[src/rtl/lv0_notify_q.sv]
// Level-0 change notification queue: per-context coalescing FIFO with drop
// accounting. One entry per context; repeat notifications update in place.
package v_pkg;
    typedef logic [6:0]  id_t;
    typedef logic [31:0] key_t;
    typedef logic [15:0] size_t;

    typedef struct packed {
        id_t   prod_id;
        key_t  key;
        size_t size;
    } ntf_ent_t;
endpackage

module lv0_notify_q #(
    parameter int CONTEXT_N = 128,
    parameter int DEPTH_N   = 8
) (
    input  logic                         clk,
    input  logic                         rst,
    input  logic                         i_lv0_vld,
    input  v_pkg::id_t                   i_lv0_prod_id,
    input  v_pkg::key_t                  i_lv0_key,
    input  v_pkg::size_t                 i_lv0_size,
    output logic                         o_ntf_vld,
    input  logic                         i_ntf_rdy,
    output v_pkg::id_t                   o_ntf_prod_id,
    output v_pkg::key_t                  o_ntf_key,
    output v_pkg::size_t                 o_ntf_size,
    output logic [$clog2(DEPTH_N+1)-1:0] o_occ,
    output logic                         o_ovf,
    output logic [15:0]                  o_drop_cnt
);
    localparam int PW = $clog2(DEPTH_N);
    localparam int OW = $clog2(DEPTH_N+1);
    localparam logic [OW-1:0] DEPTH_OCC = OW'(DEPTH_N);

    v_pkg::ntf_ent_t      mem [DEPTH_N];
    logic [PW-1:0]        slot [CONTEXT_N];
    logic [CONTEXT_N-1:0] pending;
    logic [PW-1:0]        head, tail;
    logic [OW-1:0]        occ, occ_ap;
    logic [15:0]          drop_cnt;
    logic                 ovf;
    logic                 pop, pend_ap, push, coal, drop;

    // Pop is resolved first: an ID whose head entry leaves this cycle is
    // treated as not pending, so its new arrival becomes a fresh tail entry.
    always_comb begin
        pop     = (occ != '0) && i_ntf_rdy;
        occ_ap  = occ - OW'(pop);
        pend_ap = pending[i_lv0_prod_id] &&
                  !(pop && (mem[head].prod_id == i_lv0_prod_id));
        coal    = i_lv0_vld && pend_ap;
        push    = i_lv0_vld && !pend_ap && (occ_ap < DEPTH_OCC);
        drop    = i_lv0_vld && !pend_ap && !(occ_ap < DEPTH_OCC);
    end

    always_ff @(posedge clk) begin
        if (rst) begin
            head     <= '0;
            tail     <= '0;
            occ      <= '0;
            pending  <= '0;
            ovf      <= 1'b0;
            drop_cnt <= '0;
        end else begin
            if (pop) begin
                head                     <= head + 1'b1;
                pending[mem[head].prod_id] <= 1'b0;
            end
            // Later assignment wins when the popped ID re-arrives this cycle.
            if (push) begin
                tail                   <= tail + 1'b1;
                pending[i_lv0_prod_id] <= 1'b1;
            end
            occ <= occ_ap + OW'(push);
            if (drop) begin
                ovf <= 1'b1;
                if (drop_cnt != 16'hFFFF)
                    drop_cnt <= drop_cnt + 16'd1;
            end
        end
    end

    // Payload storage carries no reset; occupancy and pending bits qualify it.
    always_ff @(posedge clk) begin
        if (!rst) begin
            if (push) begin
                mem[tail]           <= '{prod_id: i_lv0_prod_id, key: i_lv0_key, size: i_lv0_size};
                slot[i_lv0_prod_id] <= tail;
            end else if (coal) begin
                mem[slot[i_lv0_prod_id]].key  <= i_lv0_key;
                mem[slot[i_lv0_prod_id]].size <= i_lv0_size;
            end
        end
    end

    assign o_ntf_vld     = (occ != '0);
    assign o_ntf_prod_id = mem[head].prod_id;
    assign o_ntf_key     = mem[head].key;
    assign o_ntf_size    = mem[head].size;
    assign o_occ         = occ;
    assign o_ovf         = ovf;
    assign o_drop_cnt    = drop_cnt;
endmodule

[config.mk]
export PLATFORM = sky130hd
export DESIGN_NAME = lv0_notify_q
export DESIGN_NICKNAME = d
export VERILOG_FILES = /design/src/rtl/lv0_notify_q.sv
export SDC_FILE = /design/constraint.sdc
export NUM_CORES = 1
export LEC_CHECK = 0
export CAP_MARGIN = 20
export CELL_PAD_IN_SITES_DETAIL_PLACEMENT = 1
export CELL_PAD_IN_SITES_GLOBAL_PLACEMENT = 1
export CORE_AREA = 2 2 376 378
export CTS_CLUSTER_DIAMETER = 40
export DETAILED_ROUTE_END_ITERATION = 16
export DIE_AREA = 0 0 378 380
export GPL_TIMING_DRIVEN = 0
export HOLD_SLACK_MARGIN = 0.06
export PLACE_DENSITY = 0.53
export SKIP_LAST_GASP = 1
export SYNTH_ARGS = -nofsm -noshare
export SYNTH_HDL_FRONTEND = slang
export SYNTH_SLANG_ARGS = --single-unit
[constraint.sdc]
create_clock -name clk -period 14.55 [get_ports clk]
set_input_delay 3.6375 -clock clk [delete_from_list [all_inputs] [get_ports clk]]
set_output_delay 3.6375 -clock clk [all_outputs]
set_load 0.01 [all_outputs]
After elaboration in Yosys (flattened, before gate mapping)
Memories as Yosys holds them, arrays and structs flattened. A register that Yosys moved wholly into a read port is not among the register bits.
Index checks and enable logic that the tools add are counted.
Widths: inputs -> output; s select.
- input bits: 59
- bits in writable memories: 824
- register bits after elaboration: 155
- memories: 2
- output and inout port bits: 77
- logic and storage cells: 59
- memory list (memory ; words ; width ; rd ports ; clocked after memory_dff ; wr ports ; line ; source):
    mem ; 8 ; 55 ; 1 ; 1 ; 1 ; 38 ; v_pkg::ntf_ent_t mem [DEPTH_N];
    slot ; 128 ; 3 ; 1 ; 0 ; 1 ; 39 ; logic [PW-1:0] slot [CONTEXT_N];
- $lt $le $gt $ge: 5
- $add $sub $neg: 5
- multiplexer cells: 21
- eq/ne operators: 2
- reduce and logical (&&, ||, !) cells: 15
- bitwise logic cells: 3
- operator list (operator ; count):
    $mux 128 ; 3
    $and 128x128->128 ; 1
    $not 128->128 ; 1
    $or 128x128->128 ; 1
    $mux 55 ; 1
    $reduce_or 55->1 ; 1
    $add 16x1->16 const B ; 1
    $lt 7x8->1 const B ; 2
    $ne 16x16->1 const B ; 1
    $demux 1 s7 ; 2
    $ge 7x1->1 const B ; 2
    $mux 1 ; 10
    $logic_and 1x1->1 ; 9
    $mux 3 ; 3
    $bmux 1 s7 ; 1
    $eq 7x7->1 ; 1
    $add 3x1->3 const B ; 2
    $add 4x1->4 ; 1
    $lt 4x4->1 const B ; 1
    $reduce_bool 4->1 ; 1
    $sub 4x1->4 ; 1
    $logic_not 1->1 ; 3
    $mux 2 ; 1
    $reduce_and 2->1 ; 1

Logic depth before layout (Yosys ltp)
Gate-level depths: netlist of the first run.
- depth after elaboration: 13
- gate-level depth with buffers: 16
- depth with buffers taken out: 13

Worst setup path after synthesis of the first run
No wires, ideal clock.
- path type: input-to-reg
- start: input i_lv0_prod_id[1]
- end: memory mem[0][0] (netlist bit), enable pin
- arrival time: 10.731 ns
- path buffers: 5
- setup time: 0.573 ns
- path slack: 3.246 ns
- stages on the path: 12
- data required time: 13.977 ns
- path through: buf_2 > buf_2 > buf_2 > buf_2 > buf_2 > mux2i_1 > nor2_1 > a221oi_1 > o22ai_1 > or4_1 > mux2_4 > nor4_1
- longest elaborated chain between the ends: 12
- elaborated cells between the ends (all ways): 21
- classes of those cells: eq/ne: 1; mux: 11; reduce/logical: 8; memory: 1
- ends and longest elaborated chain (item ; line ; source):
    start, declared ; 22 ; input v_pkg::id_t i_lv0_prod_id,
    branches (longest 12 deep; another with $reduce_or 55->1) ; -- ;
    end, declared ; 38 ;
Parallel ways; which one is timed is not known. The select of a mux whose other input is x is not followed.

Final worst setup path of the first run
- start: input i_lv0_prod_id[2]
- end: memory mem[6][34] (netlist bit), enable pin
- longest elaborated chain between the ends: 12
- elaborated cells between the ends (all ways): 21
- classes of those cells: eq/ne: 1; mux: 11; reduce/logical: 8; memory: 1
- ends and longest elaborated chain (item):
    branches (longest 12 deep; another with $reduce_or 55->1)
Parallel ways; which one is timed is not known. The select of a mux whose other input is x is not followed.

==> results.md, run 1 <==
* Status: complete, no violations
* Tightest Pin Transition at 1.225 ns
* Post-synth top flop: edfxtp_1
* Pin count of the biggest net entering global routing at 89
* Sequential Power Share at 0.394
* Relative slew slack at 0.1800
* Most frequent cells in the layout: edfxtp_1 (824), o21ai_0 (277), dfxtp_1 (155)
* Num CTS Buffers at 147
* Total number of vias at 25450
* Data required time of the worst path at 15.01 ns
* Vias/cell at 5.153
* First-pass GRT wire length at 195.0 mm
* R2R Setup Slk at 9.03 ns
* Clk pwr share at 0.441
* Drt wl/cell at 27.30 µm
* Final hold violation count at 0
* Initial antenna violation count at 7
* TritonCTS clock tree: yes
* Gate power share at 0.164
* Post-cts sizing count at 0
* Share of flip-flops with an asynchronous set or reset at 0
* Total wire length at 134.8 mm
* DRC violations left at 0
* GRT Util Overall at 0.1861
* CTS sink count at 982
* Clock skew at 0.03843 ns
* WHS at 0.4944 ns
* Nets at 2999
* PwrDens at 165.7 mW/mm²
* Clock-pin slew on the worst setup and hold paths at 0.05 ns
* Number of global-route vias before repair at 27350
* Antenna-violating nets left at 0
* H-tree depth at 4
* Cell Int Power at 5.976 mW
* EDFF count, synth at 824
* Final setup violation count at 0
* IR drop worst, VDD at 0.0001264 V
* Fill count at 14310
* R2r worst-path depth at 15
* Gpl congestion at 0.8420
* Number of DRC markers in iteration 0 at 2121
* End of the critical path: mem[6][34]
* I/O pins at 136
* CP Capture Type: flop
* Mapped Cells at 2558
* Cts hold-fix bufs at 0
* Synth warn at 0
* Startpoint Class: input port
* R2R Path End: mem[0][34]
* Final Util at 0.3583
* Flops & latches, synth at 982
* Layout overhead on the synthesized area at 24.21%
* Die Area at 0.1436 mm²
* Later-pin clock latency in the skew report at 0.77 ns
* Max-slew violations at 0
* Crit path max fanout at 10
* Static Leak at 16.06 nW
* Fmax achieved at 95.61 MHz
* DR pass1 iterations at 5
* Commonest non-fill, non-tap cell in the layout: edfxtp_1
* Syn Area/Cell at 15.69 µm²
* Synth unique cells at 72
* Critical path class: input port to flop
* WP data arrival at 10.92 ns
* Final cell count without fillers at 4938
* Worst Setup SP: i_lv0_prod_id[2]
* Tcrit/Tclk final at 0.7188
* Mapped Nets at 2624
* Hold path startpoint: head[1]
* GRT overflow at 0
* Postcts setup bufs at 0
* Detailed placement HPWL at 91.91 mm
* Max-cap viol count at 0
* Placed Cells at 4655
* Switching pwr at 2.285 mW
* Unrepaired setup endpoints after global routing: false
* Register area share after synthesis at 0.6951
* Hold Crit Class: flop to flop
* Layout cell share with drive strength beyond 1 at 0.2135
* Period minus WS final at 10.46 ns
* I/O Buffers at 134
* Initial core utilization at 0.2884
* Chip height at 380 µm
* Core ar. at 0.1392 mm²
* Row cnt at 137
* Mapped Area at 0.04015 mm²
* Clk buf depth at 3
* Root buf cell: clkbuf_16
* Switching Share at 0.2766
* Die span in x at 378 µm
==> critical path: stages <==
cell	delay [ns]
clkdlybuf4s50_1	0.70
buf_4	0.31
buf_2	0.37
buf_2	0.46
buf_1	0.74
clkbuf_1	0.93
mux2i_1	0.25
nor3_1	0.25
o21ai_0	0.25
a31o_2	0.34
o211ai_1	0.55
a21boi_0	0.43
nor4_2	0.64
buf_4	0.28
buf_4	0.20
buf_4	0.18
buf_4	0.19
buf_6	0.16
==> flip-flops by register name (all words and copies together) (netlist names), named ones only <==
name and count:
head 3, mem 440, o_drop_cnt 16, o_occ 4
o_ovf 1, pending 128, slot 384, tail 3
==> per-stage QoR <==
stage	power (mW)	instance area [µm²]	setup TNS [ns]	worst slack, ns
after floorplan	4.023	40150	0	3.246
after global placement	4.649	43840	-2134.93	-5.747
after detailed placement	4.671	44670	0	3.192
after CTS	8.334	49800	0	3.975
after global routing	8.534	49860	0	4.076
final	8.260	49870	0	4.091
==> worst min path at each step <==
stage / to / cells after the start
2_1_floorplan: flop / 2
3_3_place_gp: o_drop_cnt[4] / 2
3_5_place_dp: head[1] / 2
4_1_cts: flop / 2
5_1_grt: head[1] / 2
6_report: head[1] / 2
==> power by group through the flow <==
stage / sequential [mW] / clock [mW] / combinational (mW)
after floorplan: 3.33 / 0 / 0.697
after global placement: 3.40 / 0 / 1.25
after detailed placement: 3.32 / 0 / 1.36
after CTS: 3.26 / 3.71 / 1.36
after global routing: 3.27 / 3.82 / 1.45
final: 3.26 / 3.65 / 1.36
==> routing by layer <==
| layer | vias to the layer above | track usage | routed length [µm] |
|---|---|---|---|
| met2 | 849 | 0.3091 | 65920 |
| li1 | 10890 | - | - |
| met1 | 13460 | 0.2416 | 57340 |
| met5 | - | 0 | 40 |
| met4 | 6 | 0.06544 | 3903 |
| met3 | 244 | 0.03566 | 7597 |
==> layout make-up <==
class	count	area, µm²	share of cell area
Sequential cell	982	27920	0.5599
Multi-Input combinational cell	1380	11440	0.2293
Clock buffer	168	3807	0.07635
Tap cell	1876	2347	0.04707
Timing Repair Buffer	226	2166	0.04343
Clock inverter	107	1323	0.02652
Buffer	179	794.5	0.01593
Inverter	17	66.31	0.001330
Antenna cell	3	7.507	0.0001505
==> cell usage after synthesis, types with 4 or more instances <==
cell type	count	share of area
nand2b_1	9	0.0014
o22ai_1	51	0.0079
a221o_1	4	0.0010
a22o_1	11	0.0024
o2bb2ai_1	4	0.00087
nand3_1	12	0.0015
xor2_1	4	0.00087
buf_8	4	0.0015
or2_1	4	0.00062
buf_1	22	0.0021
edfxtp_1	824	0.62
a21oi_1	25	0.0031
a41oi_1	4	0.00087
nor4_1	13	0.0020
or3_1	11	0.0017
buf_2	35	0.0044
mux2_2	102	0.029
nand2_1	79	0.0074
o21ai_0	277	0.035
mux2i_1	110	0.027
o221ai_1	4	0.00087
nor3_1	137	0.017
dfxtp_1	158	0.079
a31oi_1	4	0.00062
o31ai_1	5	0.00094
mux4_2	147	0.082
a22oi_1	33	0.0062
inv_1	15	0.0014
or4_1	5	0.00094
nor2_1	66	0.0062
and3_1	6	0.00094
and2_1	10	0.0016
ha_1	7	0.0022
clkbuf_1	112	0.010
a221oi_1	24	0.0052
nor2b_1	149	0.023
xnor2_1	7	0.0015
o21ai_1	14	0.0017
==> cell families after synthesis <==
family,after synthesis,synth area share
AO/OA/AOI/OAI,490,0.07296
XOR/XNOR,11,0.002400
adder cells (fa/ha/maj),7,0.002181
buffers and inverters,196,0.02144
flip-flops,982,0.6951
multiplexers,361,0.1392
AND/OR/NAND/NOR,511,0.06669
(Power assumes the default switching activity.)
==> run 2: changes to the inputs <==
--- a/config.mk
+++ b/config.mk
@@ -14,7 +14,7 @@
 export DIE_AREA = 0 0 378 380
 export GPL_TIMING_DRIVEN = 0
 export HOLD_SLACK_MARGIN = 0.06
-export PLACE_DENSITY = 0.53
+export PLACE_DENSITY = 0.55
 export SKIP_LAST_GASP = 1
 export SYNTH_ARGS = -nofsm -noshare
 export SYNTH_HDL_FRONTEND = slang
==> constraint.sdc (replaced) <==
create_clock -name clk -period 9.2 [get_ports clk]
set_input_delay 2.3 -clock clk [delete_from_list [all_inputs] [get_ports clk]]
set_output_delay 2.3 -clock clk [all_outputs]
set_load 0.01 [all_outputs]
==> results.md, run 2 (synthesized netlist as in run 1, its figures left out) <==
* Static Leak at 15.94 nW (was 16.06 nW)
* Drt wl/cell at 27.12 µm (was 27.30 µm)
* Detailed placement HPWL at 90.88 mm (was 91.91 mm)
* Pin count of the biggest net entering global routing at 88 (was 89)
* Row cnt at 137 (unchanged)
* Vias/cell at 5.205 (was 5.153)
* R2r worst-path depth at 15 (unchanged)
* Max-cap viol count at 0 (unchanged)
* Cell area after layout at 0.04959 mm² (was 0.04987 mm²)
* Antenna-violating nets left at 0 (unchanged)
* Unrepaired setup endpoints after global routing: true (was false)
* Most frequent cells in the layout: edfxtp_1 (824), o21ai_0 (277), dfxtp_1 (155) (unchanged)
* Clk buf depth at 3 (unchanged)
* Gpl congestion at 0.8633 (was 0.8420)
* CP Capture Type: flop (unchanged)
* Commonest non-fill, non-tap cell in the layout: edfxtp_1 (unchanged)
* Crit path max fanout at 10 (unchanged)
* Num CTS Buffers at 140 (was 147)
* Clock skew at 0.04048 ns (was 0.03843 ns)
* Number of DRC markers in iteration 0 at 2269 (was 2121)
* Core ar. at 0.1392 mm² (unchanged)
* Clock-pin slew on the worst setup and hold paths at 0.06 ns (was 0.05 ns)
* Layout cell share with drive strength beyond 1 at 0.2119 (was 0.2135)
* PwrDens at 258.6 mW/mm² (was 165.7 mW/mm²)
* GRT Util Overall at 0.1844 (was 0.1861)
* Hold Crit Class: flop to flop (unchanged)
* WP data arrival at 9.66 ns (was 10.92 ns)
* Placed Instance Area at 0.04467 mm² (about the same)
* First-pass GRT wire length at 193.6 mm (was 195.0 mm)
* Biggest regs: mem (440), slot (384), pending (128) (unchanged)
* Final Util at 0.3562 (was 0.3583)
* DRC violations left at 0 (unchanged)
* Layout overhead on the synthesized area at 23.51% (was 24.21%)
* TritonCTS clock tree: yes (unchanged)
* Chip height at 380 µm (unchanged)
* Tightest Pin Transition at 1.246 ns (was 1.225 ns)
* R2R Path End: mem[4][39] (was mem[0][34])
* Relative slew slack at 0.1660 (was 0.1800)
* Tcrit/Tclk final at 0.9993
* DR pass1 iterations at 6 (was 5)
* Number of global-route vias before repair at 27360 (was 27350)
* Final setup violation count at 0 (unchanged)
* Root buf cell: clkbuf_16 (unchanged)
* GRT overflow at 0 (unchanged)
* Startpoint Class: input port (unchanged)
* Die Area at 0.1436 mm² (unchanged)
* Initial antenna violation count at 3 (was 7)
* Total number of vias at 25620 (was 25450)
* Hold path cells at 2 (unchanged)
* Largest reg by FF count: mem (unchanged)
* Final hold violation count at 0 (unchanged)
* H-tree depth at 4 (unchanged)
* Data required time of the worst path at 9.67 ns (was 15.01 ns)
* IR drop worst, VDD at 0.0002100 V (was 0.0001264 V)
* Critical path class: input port to flop (unchanged)
* I/O pins at 136 (unchanged)
* Hold path startpoint: head[1] (unchanged)
* Later-pin clock latency in the skew report at 0.79 ns (was 0.77 ns)
* Cts hold-fix bufs at 0 (unchanged)
* Die span in x at 378 µm (unchanged)
* Max-slew violations at 0 (unchanged)
* Max reg flops at 440 (unchanged)
* CTS sink count at 982 (unchanged)
* Total wire length at 133.5 mm (was 134.8 mm)
* Initial core utilization at 0.2884 (unchanged)
* I/O Buffers at 134 (unchanged)
* R2R Setup Slk at 3.25 ns (was 9.03 ns)
* Nets at 2992 (was 2999)
* Fmax achieved at 108.8 MHz
* Period minus WS final at 9.194 ns
* Status: complete, no violations (unchanged)
[run 2: worst max path at each step]
stage | from | to | slack, ns | cells after the start
floorplan | i_lv0_prod_id[1] | mem[0][0] | -0.77 | 12
global placement | i_lv0_prod_id[2] | mem[3][45] | -9.68 | 12
detailed placement | i_lv0_prod_id[2] | mem[2][44] | -1.18 | 17
CTS | i_lv0_prod_id[2] | mem[6][29] | 0.05 | 17
global route | i_lv0_prod_id[2] | mem[5][39] | -0.04 | 17
finish | i_lv0_prod_id[2] | mem[4][39] | 0.006 | 17
[run 2: metrics by stage]
stage	TNS, ns	hold slack [ns]	setup slack, ns	power [mW]	std cells
floorplan	-284.01	0.4541	-0.7662	6.362	2558
global placement	-3659.40	0.4835	-9.678	7.338	4568
detailed placement	-168.92	0.4792	-1.179	7.376	4657
CTS	0	0.4925	0.05425	12.93	4916
global route	-0.1845	0.5154	-0.04280	13.25	4921
finish	0	0.4926	0.006341	12.82	4921
[run 2: timing repair]
item                                    4_1_cts  5_1_grt
pin swaps                                     0        0
setup buffers                                 0        0
endpoints found under the setup margin       24       11
resized for setup                             2        1
[run 2: layout make-up]
cell class	count	area (µm²)
clock inverter	93	1044
antenna	1	2.502
clock buffer	167	3802
timing repair buffer	227	2155
tap	1876	2347
fill	14340	89600
multi-input combinational	1380	11460
inverter	17	66.31
sequential	982	27920
buffer	178	790.8
[run 2: critical path: stages]
cell and delay (ns):
clkdlybuf4s50_1 0.71, buf_4 0.30, buf_2 0.37, buf_2 0.46
buf_1 0.79, clkbuf_1 0.86, mux4_2 0.43, o21ai_0 0.50
o221a_2 0.31, o211ai_1 0.27, a21bo_2 0.36, nor4_2 0.92
buf_4 0.33, buf_6 0.16, buf_4 0.19, buf_4 0.19
buf_4 0.17
[run 2: report_power, final]
part	switching [mW]	internal (mW)	total, mW
combinational	1.28	0.863	2.14
clock	2.16	3.37	5.54
sequential	0.0959	5.05	5.15
total	3.54	9.29	12.8
[run 2: routing by layer]
metal,routed length (µm),global-route usage
met1,56390,0.2406
met2,64150,0.3015
met3,8394,0.03715
met4,4526,0.06928
met5,11,0
